`config.mk`:
```
export PLATFORM = sky130hd
export DESIGN_NAME = fifo_n_flat
export DESIGN_NICKNAME = d
export VERILOG_FILES = /design/src/rtl/fifo_n_if.sv /design/src/rtl/fifo_n.sv /design/src/flat_wrapper.sv
export SDC_FILE = /design/constraint.sdc
export NUM_CORES = 1
export LEC_CHECK = 0
export ABC_CLOCK_PERIOD_IN_PS = 2200
export BUFFER_PORTS_ARGS = -buffer_cell sky130_fd_sc_hd__buf_2
export CAP_MARGIN = 0
export CORE_MARGIN = 2
export CORE_UTILIZATION = 55
export DETAILED_ROUTE_END_ITERATION = 12
export PLACE_DENSITY = 0.89
export SETUP_SLACK_MARGIN = 0.05
export SYNTH_ARGS = -nofsm -noshare
export SYNTH_HDL_FRONTEND = slang
export SYNTH_SLANG_ARGS = --single-unit
```
`constraint.sdc`:
```
create_clock -name clk -period 2.2 [get_ports clk]
set_input_delay 0.44 -clock clk [delete_from_list [all_inputs] [get_ports clk]]
set_output_delay 0.44 -clock clk [all_outputs]
set_load 0.05 [all_outputs]
```
`src/rtl/fifo_n_if.sv`:
```
// Handshake bundle for fifo_n: producer side, consumer side, flush and occupancy status.
interface fifo_n_if #(
  parameter int WIDTH = 8,
  parameter int DEPTH = 4
);
  logic                     flush;
  logic [WIDTH-1:0]         data_in;
  logic                     enable_in;
  logic                     ready_out;
  logic [WIDTH-1:0]         data_out;
  logic                     enable_out;
  logic                     ready_in;
  logic [$clog2(DEPTH):0]   count;
  logic                     almost_full;
  logic                     almost_empty;

  modport master (
    output flush, data_in, enable_in, ready_in,
    input  ready_out, data_out, enable_out, count, almost_full, almost_empty
  );

  modport slave (
    input  flush, data_in, enable_in, ready_in,
    output ready_out, data_out, enable_out, count, almost_full, almost_empty
  );
endinterface

```
`src/rtl/fifo_n.sv`:
```
// Synchronous FIFO with valid/ready on both sides, registered occupancy count and almost flags.
// No empty bypass: a pushed word becomes visible on the cycle after it is written.
module fifo_n #(
  parameter int WIDTH    = 8,
  parameter int DEPTH    = 4,
  parameter int AF_LEVEL = DEPTH - 1,
  parameter int AE_LEVEL = 1
) (
  input logic    clk,
  input logic    reset_n,
  fifo_n_if.slave bus
);
  localparam int AW = $clog2(DEPTH);
  localparam int CW = AW + 1;

  logic [WIDTH-1:0] mem [DEPTH];
  logic [AW-1:0]    wr_ptr;
  logic [AW-1:0]    rd_ptr;
  logic [CW-1:0]    count_q;
  logic             full;
  logic             empty;
  logic             push;
  logic             pop;

  // Handshake outputs depend only on the registered count, never on enable_in/ready_in.
  assign full  = (count_q == CW'(DEPTH));
  assign empty = (count_q == '0);
  assign push  = bus.enable_in && !full;
  assign pop   = bus.ready_in && !empty;

  always_ff @(posedge clk or negedge reset_n) begin
    if (!reset_n) begin
      wr_ptr  <= '0;
      rd_ptr  <= '0;
      count_q <= '0;
    end else if (bus.flush) begin
      wr_ptr  <= '0;
      rd_ptr  <= '0;
      count_q <= '0;
    end else begin
      if (push) begin
        wr_ptr <= wr_ptr + AW'(1);
      end
      if (pop) begin
        rd_ptr <= rd_ptr + AW'(1);
      end
      if (push && !pop) begin
        count_q <= count_q + CW'(1);
      end else if (pop && !push) begin
        count_q <= count_q - CW'(1);
      end
    end
  end

  // Storage is deliberately left out of reset; stale contents are masked while empty.
  always_ff @(posedge clk) begin
    if (push && !bus.flush) begin
      mem[wr_ptr] <= bus.data_in;
    end
  end

  assign bus.ready_out    = !full;
  assign bus.enable_out   = !empty;
  assign bus.data_out     = empty ? '0 : mem[rd_ptr];
  assign bus.count        = count_q;
  assign bus.almost_full  = (count_q >= CW'(AF_LEVEL));
  assign bus.almost_empty = (count_q <= CW'(AE_LEVEL));
endmodule
```
`src/flat_wrapper.sv`:
```
// flat-port wrapper written by rule: the top's interface ports become plain ports
module fifo_n_flat 
#(
  parameter int WIDTH    = 8,
  parameter int DEPTH    = 4,
  parameter int AF_LEVEL = DEPTH - 1,
  parameter int AE_LEVEL = 1
)
  (clk, reset_n, bus_flush, bus_data_in, bus_enable_in, bus_ready_in, bus_ready_out, bus_data_out, bus_enable_out, bus_count, bus_almost_full, bus_almost_empty);
  fifo_n_if #(.WIDTH(WIDTH), .DEPTH(DEPTH)) bus_i ();
  input logic clk;
  input logic reset_n;
  input wire logic [$bits(bus_i.flush)-1:0] bus_flush;
  input wire logic [$bits(bus_i.data_in)-1:0] bus_data_in;
  input wire logic [$bits(bus_i.enable_in)-1:0] bus_enable_in;
  input wire logic [$bits(bus_i.ready_in)-1:0] bus_ready_in;
  output wire logic [$bits(bus_i.ready_out)-1:0] bus_ready_out;
  output wire logic [$bits(bus_i.data_out)-1:0] bus_data_out;
  output wire logic [$bits(bus_i.enable_out)-1:0] bus_enable_out;
  output wire logic [$bits(bus_i.count)-1:0] bus_count;
  output wire logic [$bits(bus_i.almost_full)-1:0] bus_almost_full;
  output wire logic [$bits(bus_i.almost_empty)-1:0] bus_almost_empty;
  assign bus_i.flush = bus_flush;
  assign bus_i.data_in = bus_data_in;
  assign bus_i.enable_in = bus_enable_in;
  assign bus_i.ready_in = bus_ready_in;
  assign bus_ready_out = bus_i.ready_out;
  assign bus_data_out = bus_i.data_out;
  assign bus_enable_out = bus_i.enable_out;
  assign bus_count = bus_i.count;
  assign bus_almost_full = bus_i.almost_full;
  assign bus_almost_empty = bus_i.almost_empty;
  fifo_n #(.WIDTH(WIDTH), .DEPTH(DEPTH), .AF_LEVEL(AF_LEVEL), .AE_LEVEL(AE_LEVEL)) u_core (.clk(clk), .reset_n(reset_n), .bus(bus_i));
endmodule
```
==> flow_summary.yaml <==
outcome:
  outcome: "finished, final reports clean"
floorplanning:
  die-area_um2: 3670
  die_w_um: 60.6
  fp.coreArea_um2: 3050
  start_util_pct: 57.7
  pin_count: 28
  rows: 20
  fp.dieH_um: 60.6
synth:
  yosysSeqAreaShare_pct: 64.5
  synth_cell_type_count: 27
  synth_warnings: 0
  syn_nets: 135
  netlist_area_um2: 1760
  avgSynthCellArea_um2: 15.6
  synthCells: 113
  synth-seq-cells: 39
global_route:
  gr-total-overflow: 0
  grt_max_degree: 12
  grt_pass1_wl_um: 5210
  grt_usage_pct: 20.6
  antenna_found_initial: 0
  grt_pass1_vias: 1125
finish:
  drive_above_1_share_pct: 46.8
  fin_util_pct: 72.7
  n_fill_cell: 196
  fin_area_um2: 2220
  area_growth_pct: 26.0
  nets: 179
  n_antenna_cell: 0
clocking:
  cts_made_buffers: 5
  clock_latency_ps: 340
  cts_tree: "built"
  cts_max_level: 2
  cts_sinks: 39
  clock_tree.buffer_depth: 2
  clk_pin_slew_ps: 110
  cts_root_buffer: "clkbuf_4"
route:
  vias: 1132
  wl_per_cell_um: 17.1
  routed_via_density: 5.60
  first_iter_violations: 30
  antenna_left: 0
  drcViolationCount: 0
  finalWirelength_um: 3460
  firstDrtPassIters: 4
timing:
  relSlewSlack_pct: 62.1
  timing.final.crit_share_pct: 99.2
  fmax_mhz: 458
  hold_violations: 0
  rsz0062_at_grt: "true"
  setup_viol: 0
  skew_ps: 6.06
  worst_slew_pin_slew_ps: 563
  finalMaxSlewViolations: 0
  fin_crit_ps: 2180
critical_path:
  startpoint: "u_core.bus.count[1]"
  crit-reg2reg-launch: "u_core.bus.count[1]"
  end_kind: "primary output"
  critPathArrivalTime_ps: 1740
  critPathMaxFanout: 5
  critPathLaunchType: "flop"
  worstPathRequired_ps: 1760
  critical_path_class: "flop to primary output"
pwr:
  switching_share_pct: 43.1
  p_leak_uw: 0.000855
  finalPower_uw: 3160
  switchingPower_uw: 1360
  seqPwrFrac_pct: 30.2
  p_int_uw: 1800
  clkPwrFrac_pct: 10.9
  power_frac_comb_pct: 58.9
  vdd_drop_max_v: 0.000712
  powerDensity_nw_per_um2: 1420
worst_hold_path:
  hp-class: "input port to flop"
  hold_path_startpoint: "bus_data_in[3]"
placement:
  place_area_um2: 1980
  gp_congestion: 0.726
  numPortBuffers: 27
  hpwl_um: 2190
flow_run:
  drv_cap: 0
## cell usage after synthesis (all sizes together)
library cell	count	share of area (%)
a211oi	2	0.85
ha	9	6.4
edfxtp	32	55
buf	3	0.78
a21boi	1	0.43
clkbuf	1	0.21
o21ai	3	0.85
o221ai	1	0.50
mux4	8	10
nand2	2	0.43
and2	12	4.3
nand4	1	0.36
a21oi	2	0.57
nor3	1	0.28
maj3	1	0.64
a2111oi	1	0.50
mux2	1	0.64
nor2b	1	0.78
inv	8	1.7
nor4bb	1	0.57
xnor2	3	1.5
xor2	1	0.50
dfrtp	7	9.9
nor2	10	2.3
nand3	1	0.28
## final cells by class
class | instances | area [µm²] | share of cell area, %
clock buffers | 7 | 45.0 | 2.03
well taps | 44 | 55.1 | 2.48
inverters | 8 | 38.8 | 1.75
repair inverters | 1 | 7.51 | 0.338
multi-input cells | 62 | 616 | 27.7
repair buffers | 40 | 314 | 14.1
flip-flops and latches | 39 | 1140 | 51.3
clock inverters | 1 | 5.00 | 0.225
## critical path, stage by stage (launching register included)
cell and delay (ps):
dfrtp_2 440, inv_4 70, ha_4 120, nor2b_4 230
clkinvlp_4 200, and2_4 180, buf_8 140
## metal layers
layer,vias to the layer above,wire length [µm],GRT usage (%)
met1,566,1330,24.7
li1,504,-,-
met5,-,0,0
met4,0,90,11.2
met3,13,189,5.76
met2,49,1850,33.8
## per-stage QoR
step                setup TNS [ps]  setup slack [ps]  hold WS, ps  cells
CTS                              0              17.9          301    199
detailed placement               0               200          291    182
finish                           0              16.6          304    202
floorplan                        0              45.1          144    113
global route                 -86.9             -26.8          300    202
global placement                 0               259          285    182
## registers in the layout, indices dropped and copies added, names as in the netlist
register and cells:
u_core.mem 32, u_core.bus.count 3, u_core.rd_ptr 2, u_core.wr_ptr 2
## power groups by stage
stage | sequential [µW] | clock, µW | combinational, µW
floorplan | 1010 | 0 | 1090
global placement | 962 | 0 | 1370
detailed placement | 969 | 0 | 1420
CTS | 950 | 349 | 1740
global route | 964 | 378 | 1960
finish | 954 | 345 | 1860
## logic make-up (layout without fill, tap and decap cells)
logic type / count (synthesis) / count (layout) / share of synthesized area, %
flip-flops: 39 / 39 / 64.5
AO/OA/AOI/OAI: 10 / 10 / 3.69
AND/OR/NAND/NOR: 29 / 29 / 9.23
multiplexers: 9 / 9 / 10.9
adder cells (fa/ha/maj): 10 / 10 / 7.03
XOR/XNOR: 4 / 4 / 1.99
buffers and inverters: 12 / 57 / 2.70
## final timing paths
path	cells past startpoint	slack, ps	end
worst max-delay path	6	20	bus_data_out[4]
worst min-delay path	1	300	u_core.mem[0][3]
worst max register to register	7	240	u_core.mem[1][1]
worst min register to register	2	640	u_core.wr_ptr[0]
max in group asynchronous	2	1560	u_core.bus.count[0]
min in group asynchronous	2	450	u_core.wr_ptr[0]
## layout by cell type, fill, tap and decap left out, types with 4 or more instances in the layout
master | netlist | layout
buf_8 | 0 | 4
and2_1 | 12 | 4
clkbuf_4 | 0 | 5
ha_1 | 9 | 7
inv_1 | 8 | 5
nor2_1 | 9 | 9
and2_4 | 0 | 8
buf_4 | 0 | 10
buf_2 | 2 | 18
edfxtp_1 | 32 | 32
dfrtp_1 | 7 | 5
mux4_2 | 8 | 8
buf_6 | 0 | 7
## repair_timing
action                                  CTS  global route
setup buffers                             7             3
resized for setup                        28             7
pin swaps                                 4             4
hold buffers                              1             0
endpoints found under the setup margin    9             9
endpoints found under the hold margin     7             0
gates cloned                              1             0
No activity file was read; power rests on OpenSTA's default activity.
